$ cat src/rtl/ascii_pkg.sv
// Shared ASCII-art quantisation: cell geometry, luma, level-to-glyph map and FSM states.
// Used by both the on-screen ASCII filter and the UART text exporter.
package ascii_pkg;

  localparam int CHAR_SIZE = 8;
  localparam int CHARS_X   = 20;
  localparam int CHARS_Y   = 15;
  localparam logic [7:0] CR = 8'h0D;
  localparam logic [7:0] LF = 8'h0A;

  typedef enum logic [2:0] {
    S_IDLE,
    S_FETCH,
    S_SEND,
    S_WAIT,
    S_FIN
  } tx_state_t;

  // (8R + 16G + 8B) / 4 on the channel MSB-aligned to 8 bits; fits 10 bits before the shift
  function automatic logic [7:0] luma_rgb565(input logic [15:0] px);
    logic [9:0] sum;
    sum = {2'b00, px[15:11], 3'b000} + {1'b0, px[10:5], 3'b000} + {2'b00, px[4:0], 3'b000};
    return 8'(sum >> 2);
  endfunction

  function automatic logic [7:0] level_to_ascii(input logic [2:0] level);
    case (level)
      3'd0:    return 8'h20;
      3'd1:    return 8'h2E;
      3'd2:    return 8'h3A;
      3'd3:    return 8'h2B;
      3'd4:    return 8'h2A;
      3'd5:    return 8'h23;
      3'd6:    return 8'h4D;
      default: return 8'h40;
    endcase
  endfunction

endpackage

$ cat src/rtl/uart_tx_byte.sv
// 8N1 byte serializer: accepts a byte when ready, start bit appears the next cycle.
// ready is low for the whole frame; byte_done pulses the cycle after the stop bit ends.
module uart_tx_byte #(
  parameter int CLKS_PER_BIT = 217
) (
  input  logic       clk,
  input  logic       reset,
  input  logic [7:0] data,
  input  logic       valid,
  output logic       ready,
  output logic       tx,
  output logic       byte_done
);

  localparam int BW = $clog2(CLKS_PER_BIT + 1);
  localparam logic [BW-1:0] BAUD_LAST = BW'(CLKS_PER_BIT - 1);

  logic          active;
  logic [8:0]    shreg;
  logic [3:0]    bit_cnt;
  logic [BW-1:0] baud_cnt;

  assign ready = !active;

  always_ff @(posedge clk or negedge reset) begin
    if (!reset) begin
      active    <= 1'b0;
      shreg     <= '0;
      bit_cnt   <= '0;
      baud_cnt  <= '0;
      tx        <= 1'b1;
      byte_done <= 1'b0;
    end else begin
      byte_done <= 1'b0;
      if (!active) begin
        if (valid) begin
          active   <= 1'b1;
          tx       <= 1'b0;
          shreg    <= {1'b1, data};
          bit_cnt  <= '0;
          baud_cnt <= '0;
        end
      end else if (baud_cnt == BAUD_LAST) begin
        baud_cnt <= '0;
        // bit 9 is the stop bit; shreg refills with ones so tx idles high
        if (bit_cnt == 4'd9) begin
          active    <= 1'b0;
          byte_done <= 1'b1;
        end else begin
          tx      <= shreg[0];
          shreg   <= {1'b1, shreg[8:1]};
          bit_cnt <= bit_cnt + 4'd1;
        end
      end else begin
        baud_cnt <= baud_cnt + BW'(1);
      end
    end
  end

endmodule

$ cat src/rtl/ascii_frame_uart_tx.sv
// Snoops the pixel stream into a 20x15 brightness map and sends it as 15 CR/LF text lines at 8N1.
// Map writes are blocked while busy; start is ignored unless idle or on the done cycle.
module ascii_frame_uart_tx
  import ascii_pkg::*;
#(
  parameter int CHAR_SIZE    = 8,
  parameter int IMG_WIDTH    = 160,
  parameter int IMG_HEIGHT   = 120,
  parameter int CLKS_PER_BIT = 217
) (
  input  logic        clk,
  input  logic        reset,
  input  logic        capture_en,
  input  logic        pixel_valid,
  input  logic [9:0]  x_local,
  input  logic [9:0]  y_local,
  input  logic [15:0] rgb565_in,
  input  logic        start,
  output logic        tx,
  output logic        busy,
  output logic        done
);

  localparam int CSH   = $clog2(CHAR_SIZE);
  localparam int MAP_N = CHARS_X * CHARS_Y;
  localparam logic [9:0] X_LIM = 10'(IMG_WIDTH);
  localparam logic [9:0] Y_LIM = 10'(IMG_HEIGHT);

  tx_state_t  state;
  logic [3:0] row;
  logic [4:0] col;
  logic [2:0] cell_map [MAP_N];
  logic [2:0] rd_level;
  logic [2:0] wr_level;
  logic [8:0] wr_addr;
  logic [8:0] rd_addr;
  logic       wr_en;
  logic [7:0] tx_data;
  logic       ser_ready;
  logic       byte_done;

  assign wr_level = 3'(luma_rgb565(rgb565_in) >> 5);
  assign wr_en    = capture_en && pixel_valid && !busy &&
                    (x_local[CSH-1:0] == '0) && (y_local[CSH-1:0] == '0) &&
                    (x_local < X_LIM) && (y_local < Y_LIM);
  assign wr_addr  = 9'(y_local >> CSH) * 9'(CHARS_X) + 9'(x_local >> CSH);
  assign rd_addr  = 9'(row) * 9'(CHARS_X) + 9'(col);

  // Map is deliberately not reset so a frozen picture survives a reset.
  always_ff @(posedge clk) begin
    if (wr_en)
      cell_map[wr_addr] <= wr_level;
    if (state == S_FETCH && col < 5'(CHARS_X))
      rd_level <= cell_map[rd_addr];
  end

  always_comb begin
    tx_data = level_to_ascii(rd_level);
    if (col == 5'(CHARS_X))
      tx_data = CR;
    else if (col == 5'(CHARS_X + 1))
      tx_data = LF;
  end

  always_ff @(posedge clk or negedge reset) begin
    if (!reset) begin
      state <= S_IDLE;
      row   <= '0;
      col   <= '0;
      busy  <= 1'b0;
      done  <= 1'b0;
    end else begin
      done <= 1'b0;
      case (state)
        S_IDLE: begin
          if (start) begin
            state <= S_FETCH;
            busy  <= 1'b1;
            row   <= '0;
            col   <= '0;
          end
        end
        S_FETCH: state <= S_SEND;
        S_SEND: begin
          if (ser_ready)
            state <= S_WAIT;
        end
        S_WAIT: begin
          if (byte_done) begin
            if (col == 5'(CHARS_X + 1)) begin
              col <= '0;
              if (row == 4'(CHARS_Y - 1)) begin
                row   <= '0;
                state <= S_FIN;
                done  <= 1'b1;
                busy  <= 1'b0;
              end else begin
                row   <= row + 4'd1;
                state <= S_FETCH;
              end
            end else begin
              col   <= col + 5'd1;
              state <= S_FETCH;
            end
          end
        end
        S_FIN: begin
          // a start coinciding with done chains straight into the next frame
          if (start) begin
            state <= S_FETCH;
            busy  <= 1'b1;
            row   <= '0;
            col   <= '0;
          end else begin
            state <= S_IDLE;
          end
        end
        default: state <= S_IDLE;
      endcase
    end
  end

  uart_tx_byte #(.CLKS_PER_BIT(CLKS_PER_BIT)) u_ser (
    .clk       (clk),
    .reset     (reset),
    .data      (tx_data),
    .valid     (state == S_SEND),
    .ready     (ser_ready),
    .tx        (tx),
    .byte_done (byte_done)
  );

endmodule

$ cat config.mk
export PLATFORM = sky130hd
export DESIGN_NAME = ascii_frame_uart_tx
export DESIGN_NICKNAME = d
export VERILOG_FILES = /design/src/rtl/ascii_pkg.sv /design/src/rtl/uart_tx_byte.sv /design/src/rtl/ascii_frame_uart_tx.sv
export SDC_FILE = /design/constraint.sdc
export NUM_CORES = 1
export LEC_CHECK = 0
export CAP_MARGIN = 20
export CORE_ASPECT_RATIO = 0.6
export CORE_UTILIZATION = 50
export DETAILED_ROUTE_END_ITERATION = 12
export PLACE_DENSITY = 0.71
export SYNTH_ARGS = -nofsm -noshare
export SYNTH_HDL_FRONTEND = slang
export SYNTH_SLANG_ARGS = --single-unit
$ cat constraint.sdc
create_clock -name clk -period 3.8 [get_ports clk]
set_input_delay 1.14 -clock clk [delete_from_list [all_inputs] [get_ports clk]]
set_output_delay 1.14 -clock clk [all_outputs]
set_load 0.03 [all_outputs]
# Word level (Yosys, flattened, before mapping)
# Memory sizes are Yosys's and may differ from the RTL's. A register that Yosys moved wholly into a read port is not among the register bits.
# Cells that the tools add are included.
[classes] addsub=8 n_reduce_logical=20 n_eq_ne=23 magnitude_cmp=3 n_mux=52 multipliers=2
[op_table] cell="7-bit case mux with 7 select lines" count=1
[op_table] cell="8-bit two-way mux" count=5
[op_table] cell="9-bit two-way mux" count=4
[op_table] cell="4-bit two-way mux" count=8
[op_table] cell="1-bit two-way mux" count=22
[op_table] cell="3-bit two-way mux" count=5
[op_table] cell="5-bit two-way mux" count=3
[op_table] cell="3-bit case mux with 5 select lines" count=1
[op_table] cell="3-bit by 2-bit equality test with 1-bit output, second input constant" count=4
[op_table] cell="3-bit equality test, second input constant" count=4
[op_table] cell="3-bit logical NOT" count=4
[op_table] cell="2-bit != test, second input constant" count=6
[op_table] cell="10-bit by 8-bit adder with 10-bit output" count=1
[op_table] cell="8-bit by 9-bit adder with 10-bit output" count=1
[op_table] cell="5-bit equality test, second input constant" count=2
[op_table] cell="10-bit by 7-bit < comparator with 1-bit output, second input constant" count=1
[op_table] cell="10-bit by 8-bit < comparator with 1-bit output, second input constant" count=1
[op_table] cell="5-bit case mux with 2 select lines" count=1
[op_table] cell="9-bit by 5-bit adder with 9-bit output" count=1
[op_table] cell="9-bit by 7-bit adder with 9-bit output" count=1
[op_table] cell="3-bit AND reduction" count=3
[op_table] cell="4-bit by 1-bit adder with 4-bit output, second input constant" count=2
[op_table] cell="8-bit by 1-bit adder with 8-bit output, second input constant" count=1
[op_table] cell="4-bit equality test, second input constant" count=2
[op_table] cell="15 further kinds" count=24
[totals] ff_bits=38 wordCells=120 memories=1 mem_bits_rw=900 input_bits=41 out_inout_bits=3
[mem_list] name="cell_map" words=300 word_bits=3 read_ports=1 rd_clocked_by_memory_dff=1 write_ports=1 line="ascii_frame_uart_tx.sv:32" rtl="logic [2:0] cell_map [MAP_N];"

# Logic depth before layout (Yosys ltp)
# Gate-level depths: netlist of run 1.
[logic_depth] ltp_word=8 mapped_depth=13 ltp_nobuf=11

# Hierarchy
# From an unflattened synthesis of run 1, not the netlist that was laid out.
[hier_totals] cells_unflattened=2237 area_unflattened_um2=39295.2
[modules_own_cells] mod="ascii_frame_uart_tx" area_each_um2=38037.7 cells_per_inst=2114 seq_area_each_um2=27466.3 instances=1
[modules_own_cells] mod="uart_tx_byte" area_each_um2=1257.5 cells_per_inst=123 seq_area_each_um2=601.8 instances=1

# Worst setup path after synthesis of run 1
# Ideal clock, no wire load.
[synth_timing] path_kind="input to register" startpoint="input port rgb565_in[2]" endpoint="memory cell_map[0][1] (data pin)" stages=8 path_buffers=0 arrival_time_ps=10802 setup_time_ps=1894 path_slack_ps=-8896 required_ps=1906 path_cell_list="fa_1 > ha_1 > nand2_1 > o21bai_1 > a21oi_1 > nor2b_1 > nor2_1 > xnor2_1"
[synth_via] elab_chain_cells=1
[synth_lines] item="from (decl)" line="ascii_frame_uart_tx.sv:17" rtl="input logic [15:0] rgb565_in,"
[synth_lines] item="10-bit by 8-bit adder with 10-bit output" line="ascii_pkg.sv:22" rtl="sum = {2'b00, px[15:11], 3'b000} + {1'b0, px[10:5], 3'b000} + {2'b00, px[4:0], 3'b000};"
[synth_lines] item="named net wr_level[1]" line="ascii_frame_uart_tx.sv:34" rtl="logic [2:0] wr_level;"
[synth_lines] item="to (decl)" line="ascii_frame_uart_tx.sv:32"
# The timed path passes the listed nets, and every way through them passes these cells.

# Worst setup path in the final report of run 1
[layout_timing] startpoint="input port x_local[5]" endpoint="memory cell_map[104][2], enable pin"
[layout_via] elab_chain_cells=5 word_cells_on_any_way=6 cone_classes="add/sub: 1; order compare: 1; mux: 2; reduce/logical: 2"
[layout_lines] item="from (decl)" line="ascii_frame_uart_tx.sv:15" rtl="input logic [9:0] x_local,"
[layout_lines] item="10-bit by 8-bit < comparator with 1-bit output" line="ascii_frame_uart_tx.sv:45" rtl="(x_local < X_LIM) && (y_local < Y_LIM);"
[layout_lines] item="1-bit logical AND" line="ascii_frame_uart_tx.sv:44" rtl="(x_local[CSH-1:0] == '0) && (y_local[CSH-1:0] == '0) &&"
[layout_lines] item="1-bit logical AND" line="ascii_frame_uart_tx.sv:45"
[layout_lines] item="1-bit two-way mux" line="ascii_frame_uart_tx.sv:51" rtl="if (wr_en)"
[layout_lines] item="1-bit two-way mux (not written as such)" line="ascii_frame_uart_tx.sv:52" rtl="cell_map[wr_addr] <= wr_level;"
# Several ways; a longest one is shown, not always the timed one.

==> results of run 1 <==
## cell families after synthesis
family / Yosys count / share of synthesized area
AOI/OAI and AO/OA: 207 / 0.0363
xor gates and xnor gates: 22 / 0.00512
adders and majority gates: 41 / 0.0146
buffers and inverters: 153 / 0.0205
DFF: 941 / 0.717
muxes: 277 / 0.142
and+or+nand+nor: 587 / 0.0638
## per-stage QoR
step                      cells  setup slack, ps   util
after floorplan            2228            -2190      -
after global placement     3436             -916  0.561
after detailed placement   3436            -1010  0.561
after CTS                  3589            0.956  0.601
after global routing       3591             6.63  0.604
final                      3591             89.2  0.604
## where the power goes
group | switching [uW] | internal (uW) | leakage, uW
Sequential | 0.00277 | 12300 | 0.00841
Combinational | 1630 | 733 | 0.00533
Clock | 3930 | 4940 | 0.00138
## sequential cells by signal, summed over array words and instances, names as in the netlist
name,flops
u_ser.tx,1
u_ser.active,1
row,4
busy,1
u_ser.baud_cnt,8
done,1
u_ser.byte_done,1
rd_level,3
cell_map,900
u_ser.bit_cnt,4
state,3
col,5
u_ser.shreg,9
## synthesized netlist by cell type (all sizes together) (11+ instances only)
cell / count / area share
a21oi: 38 / 0.0051
a221oi: 11 / 0.0025
a22oi: 15 / 0.0029
and3: 12 / 0.0019
buf: 75 / 0.013
clkbuf: 60 / 0.0058
dfrtp: 37 / 0.024
edfxtp: 903 / 0.69
ha: 33 / 0.011
inv: 18 / 0.0017
mux2i: 52 / 0.013
mux4: 220 / 0.13
nand2: 106 / 0.010
nand3: 53 / 0.0068
nor2: 347 / 0.033
nor2b: 15 / 0.0024
o21ai: 49 / 0.0063
xnor2: 12 / 0.0027
## worst max path at each step
stage                  from               end  slack (ps)  cells after the start
4_1_cts          y_local[6]  cell_map[224][2]           1                     14
6_report         x_local[5]  cell_map[104][2]          90                     15
2_1_floorplan  rgb565_in[2]    cell_map[0][1]       -2190                      8
3_3_place_gp     y_local[4]  cell_map[282][1]        -920                     12
3_5_place_dp     y_local[4]  cell_map[282][0]       -1010                     12
5_1_grt          x_local[5]  cell_map[104][1]           7                     15
## what timing repair did
item	4_1_cts	5_1_grt
cloned	0	1
endpoints found under the setup margin	812	885
buffers inserted	0	1
resized for setup	112	45
pin swaps	0	2
## critical path: stages
cell,delay [ps]
clkdlybuf4s50_1,460
ha_2,230
fa_2,350
a21o_1,190
a21oi_2,140
buf_4,140
o21bai_2,90
and3_4,180
buf_4,150
nor3b_4,190
buf_6,180
nand3_4,160
buf_12,190
nor2_1,120
buf_4,150
## routing by layer
layer  global-route usage  vias up  share of wire
li1                     -     9348              -
met1                0.410    11600           0.41
met2                0.374     1539           0.43
met3               0.0814      157           0.14
met4               0.0699        0          0.022
met5                    0        -              0
## layout make-up
type | count | area (um^2)
repair buffers | 292 | 3080
clock buffers | 99 | 2160
fillers | 5476 | 30700
flip-flops and latches | 941 | 28100
well taps | 1053 | 1320
inverters | 18 | 67.6
clock inverters | 54 | 663
multi-input cells | 1134 | 11400
==> reports/metrics.yaml, run 1 <==
synthesis:
  synth.net_count: 2310
  ys_ff_latch: 941
  synth_edf_count: 903
  synth_cells: 2228
  synthDistinctLibCells: 74
  yosysSeqAreaShare: 0.717
  synth_ff_type: "edfxtp_1"
  async_flop_share: 0.0404
  syn_avg_cell_area_um2: 17.6
  yosys_warnings: 0
  netlist_area_um2: 39100
floorplanning:
  start_util: 0.505
  num_rows: 79
  io_pins: 44
  core_um2: 77500
  die-width_um: 363
  dieHeight_um: 219
  dieArea_um2: 79400
cts:
  clk_path_buf_depth: 3
  clock-root-buffer: "clkbuf_16"
  cts_htree_levels: 3
  numCtsBuffers: 83
  clk-insertion-delay-late_ps: 680
  cts_tree: "yes"
  cts_sinks: 941
  ctsHoldBuffers: 0
  clk_pin_slew_ps: 70
global_route:
  grt_max_degree: 121
  antenna_found_initial: 1
  grt_first_pass_wirelength_um: 153000
  grt_usage: 0.268
  grt_pass1_vias: 22200
  grt_overflow: 0
worst_setup_path:
  arrival_ps: 4100
  r2r-start: "row[0]"
  path_class: "input pin to flip-flop"
  start_kind: "input pin"
  worst_setup_path_end_kind: "flip-flop"
  r2r-end: "rd_level[1]"
  reg2reg_depth: 12
  critPathMaxFanout: 8
  cp.required_ps: 4190
  reg2reg_slack_ps: 100
sta:
  slew_headroom: 0.436
  min_period_over_period: 0.977
  hold_viol: 0
  whs_ps: 456
  fin_crit_ps: 3710
  drv_slew: 0
  clock.fmax_mhz: 269
  setup_viol: 0
  skew_ps: 27.8
  tns_ps: 0
  tightest_slew_ps: 845
  rsz0062_at_grt: "no"
worst_hold_path:
  hold_path_class: "flip-flop to flip-flop"
  hold_path_depth: 1
  worstHoldStart: "state[2]"
  worstHoldEndpoint: "state[1]"
final_layout:
  drive_gt1_frac: 0.342
  final_common_cell: "edfxtp_1"
  area_delta_synth_final_pct: 19.5
  nets: 2552
  final_area_um2: 46800
  diodes: 0
  layout_common_cells: "903 x edfxtp_1, 209 x mux4_2, 185 x buf_4, 156 x nor2_2, 131 x nor2_1"
power_and_ir_drop:
  p_leak_uw: 0.0151
  peakVddDrop_v: 0.000341
  total_power_uw: 23500
  p_per_area_nw_per_um2: 502
drt:
  drtIter0Drc: 3254
  final_antenna_net_count: 0
  drt_pass1_iterations: 6
  wl_per_cell_um: 28.9
  drc: 0
  routed_wirelength_um: 104000
  via_per_inst: 6.29
  num_vias: 22600
place:
  io_buffers: 43
  placed_area_um2: 43400
  globalplace.congestion: 0.950
  hpwl_um: 67800
flow_run:
  max_cap_viol_count: 0
outcome:
  status: "complete, no violations"
Power figures use the tool's default switching activity.
==> inputs of run 2 (changes only) <==
--- a/config.mk
+++ b/config.mk
@@ -9,6 +9,7 @@
 export CORE_ASPECT_RATIO = 0.6
 export CORE_UTILIZATION = 50
 export DETAILED_ROUTE_END_ITERATION = 12
+export GPL_TIMING_DRIVEN = 0
 export PLACE_DENSITY = 0.71
 export SYNTH_ARGS = -nofsm -noshare
 export SYNTH_HDL_FRONTEND = slang
==> run 2 against run 1 <==
Net effect: the run now ends with setup timing left; routed wire length increased by 21%; combinational power rose by 19%; clock skew fell by 1.9 ps; first-iteration DRC count is 36% higher; total power grew 1.6%; critical path depth is 2 lower; final area is 1.2% higher; sequential cell count stayed put; global-route usage increased by 5.0 points; sequential power about the same; non-clock buffer count shrank 33; utilization increased by 0.71 points; critical endpoint is now rd_level[1].
==> reports/metrics.yaml, run 2 (synthesized netlist as in run 1, its figures left out) <==
outcome:
  status: "complete, but fails checks"
  violations: "setup timing"
worst_setup_path:
  critPathMaxFanout: 10  # +2
  r2r-start: "col[0]"
  start_kind: "flip-flop"
  crit_chain: "buf_6, buf_12, buf_12, buf_6, buf_8, buf_4, buf_4, nor2_1, nor2_1, o21ai_0, a311oi_4, a311oi_1, nor3_2"
  reg2reg_depth: 13  # +1
  reg2reg_slack_ps: -80  # -180 ps
  r2r-end: "rd_level[1]"
  arrival_ps: 4380  # +280 ps
  worst_setup_path_end_kind: "flip-flop"
  cp_slowest_stage_delay_ps: 460  # about the same
  critPathLaunch: "col[0]"
  cp.required_ps: 4300  # +110 ps
  path_class: "flip-flop to flip-flop"
  crit_slowest_cell: "a311oi_4"
sta:
  drv_slew: 0  # unchanged
  slew_headroom: 0.228  # -0.208
  min_period_over_period: 1.02  # +0.0440
  tightest_slew_ps: 1160  # +312 ps
  fin_crit_ps: 3880  # +167 ps
  clock.fmax_mhz: 258  # -4.3%
  setup_viol: 3  # +3
  rsz0062_at_grt: "yes"
  skew_ps: 25.9  # -1.87 ps
  hold_viol: 0  # unchanged
  setup_slack_ps: -78.1  # -167 ps
floorplanning:
  core_um2: 77500  # unchanged
  io_pins: 44  # unchanged
  start_util: 0.505  # unchanged
  die-width_um: 363  # unchanged
  dieArea_um2: 79400  # unchanged
  num_rows: 79  # unchanged
  dieHeight_um: 219  # unchanged
drt:
  routed_wirelength_um: 125000  # +21%
  drc: 0  # unchanged
  via_per_inst: 6.78  # +7.7%
  drtIter0Drc: 4433  # +36%
  wl_met1_um: 47800  # +13%
  num_vias: 24200  # +7.0%
  drt_pass1_iterations: 6  # unchanged
  top_layer_used: "met5"
  dr_wl_met2_um: 50100  # +11%
  wl_per_cell_um: 35.1  # +21%
  final_antenna_net_count: 0  # unchanged
  wl_met3_um: 22200  # +55%
cts:
  clock-root-buffer: "clkbuf_16"
  cts_sinks: 941  # unchanged
  cts_tree: "yes"
  cts_htree_levels: 3  # unchanged
  clk_path_buf_depth: 3  # unchanged
  clk_pin_slew_ps: 70  # about the same
  ctsHoldBuffers: 0  # unchanged
  clk-insertion-delay-late_ps: 700  # +20 ps
  numCtsBuffers: 85  # +2.4%
worst_hold_path:
  hold_path_class: "flip-flop to flip-flop"
  hold_path_depth: 1  # unchanged
  worstHoldEndpoint: "state[1]"
  worstHoldStart: "state[2]"
final_layout:
  largest_registers: "cell_map x900, u_ser.shreg x9, u_ser.baud_cnt x8"
  layout_common_cells: "903 x edfxtp_1, 209 x mux4_2, 155 x nor2_1, 100 x nor2_2, 100 x clkbuf_16"
  nets: 2525  # -1.1%
  utilization: 0.611  # +0.00707
  drive_gt1_frac: 0.333  # -0.00841
  final_common_cell: "edfxtp_1"
  area_delta_synth_final_pct: 20.9
  top_register: "cell_map"
  largest_reg_flops: 900  # unchanged
flow_run:
  max_cap_viol_count: 0  # unchanged
power_and_ir_drop:
  combPwrFrac: 0.118  # +0.017
  peakVddDrop_v: 0.000419  # +23%
  p_per_area_nw_per_um2: 504  # +0.39%
  power.internal_uw: 18000  # +0.12%
  seqPwrFrac: 0.514  # -0.008
  p_sw_uw: 5910  # +6.2%
  total_power_uw: 23900  # +1.6%
  p_leak_uw: 0.0151  # +0.17%
  clkPwrFrac: 0.368  # -0.010
  netSwitchingFraction: 0.248  # +0.0109
global_route:
  grt_first_pass_wirelength_um: 174000  # +14%
  grt_max_degree: 88  # -27%
  grt_pass1_vias: 23100  # +4.0%
  grt_overflow: 0  # unchanged
  grt_usage: 0.318  # +0.0497
  antenna_found_initial: 3  # +2
place:
  hpwl_um: 84200  # +24%
  io_buffers: 43  # unchanged
  globalplace.congestion: 1.01  # +6.3%
run 2: cell types whose count changed in the layout (fill, tap and decap cells not counted), sizes merged:
cell,previous run,this run
dlygate4sd2,1,0
bufinv,12,6
nand2b,8,11
clkinv,32,30
clkbuf,100,181
buf,249,154
diode,0,1
xnor2,12,13
dlymetal6s2s,4,3
inv,24,21
run 2: per-layer routing:
layer	GRT usage	vias to the layer above
li1	-	9340
met1	0.455	12400
met3	0.158	324
met4	0.111	6
met2	0.417	2143
met5	0	-
run 2: stage by stage:
step           setup TNS [ps]  cells  hold WS (ps)  setup slack (ps)  area, um^2
3_5_place_dp         -1644400   3363           456             -1780       42500
4_1_cts                -92870   3544           459              -265       46600
6_report                 -165   3569           460             -78.1       47300
2_1_floorplan        -1381520   2228           423             -2190       40000
3_3_place_gp         -4856670   3324           436             -5300       41700
5_1_grt                  -611   3568           472             -26.0       47300
run 2: area by class of cell:
cell class                      instances  area (um^2)
Clock inverter                         43          472
Antenna cell                            1         2.50
Multi-Input combinational cell       1138        12000
Timing Repair Buffer                  132         1800
Inverter                               18         75.1
Clock buffer                          116         2300
Sequential cell                       941        28100
Buffer                                127         1240
Fill cell                            5361        30200
Tap cell                             1053         1320
run 2: power groups by stage:
stage                     combinational (uW)  sequential (uW)  clock [uW]
after global placement                  1530            12800           0
after global routing                    2890            12300        9130
after detailed placement                2110            12500           0
after floorplan                          941            12700           0
after CTS                               2480            12300        8750
final                                   2820            12300        8790
run 2: worst max-delay path: cells and delay by family (launching register included):
family | cells | cell delay, ps
buffers and inverters | 7 | 1950
AO/OA/AOI/OAI | 3 | 750
AND/OR/NAND/NOR | 3 | 510
flip-flops | 1 | 430
run 2: how the worst max path moves through the flow:
stage	to	slack [ps]	cells past startpoint
finish	rd_level[1]	-80	13
global route	cell_map[216][2]	-30	12
CTS	cell_map[206][1]	-270	9
detailed placement	cell_map[61][1]	-1780	12
global placement	cell_map[109][1]	-5300	9
floorplan	cell_map[0][1]	-2190	8
run 2: what timing repair did:
item / in CTS / in global routing
gates cloned: 11 / 6
gates resized for setup: 304 / 118
pin swaps: 6 / 11
endpoints found under the setup margin: 1031 / 1195
buffers inserted: 14 / 24
endpoints found under the hold margin: 0 / 0
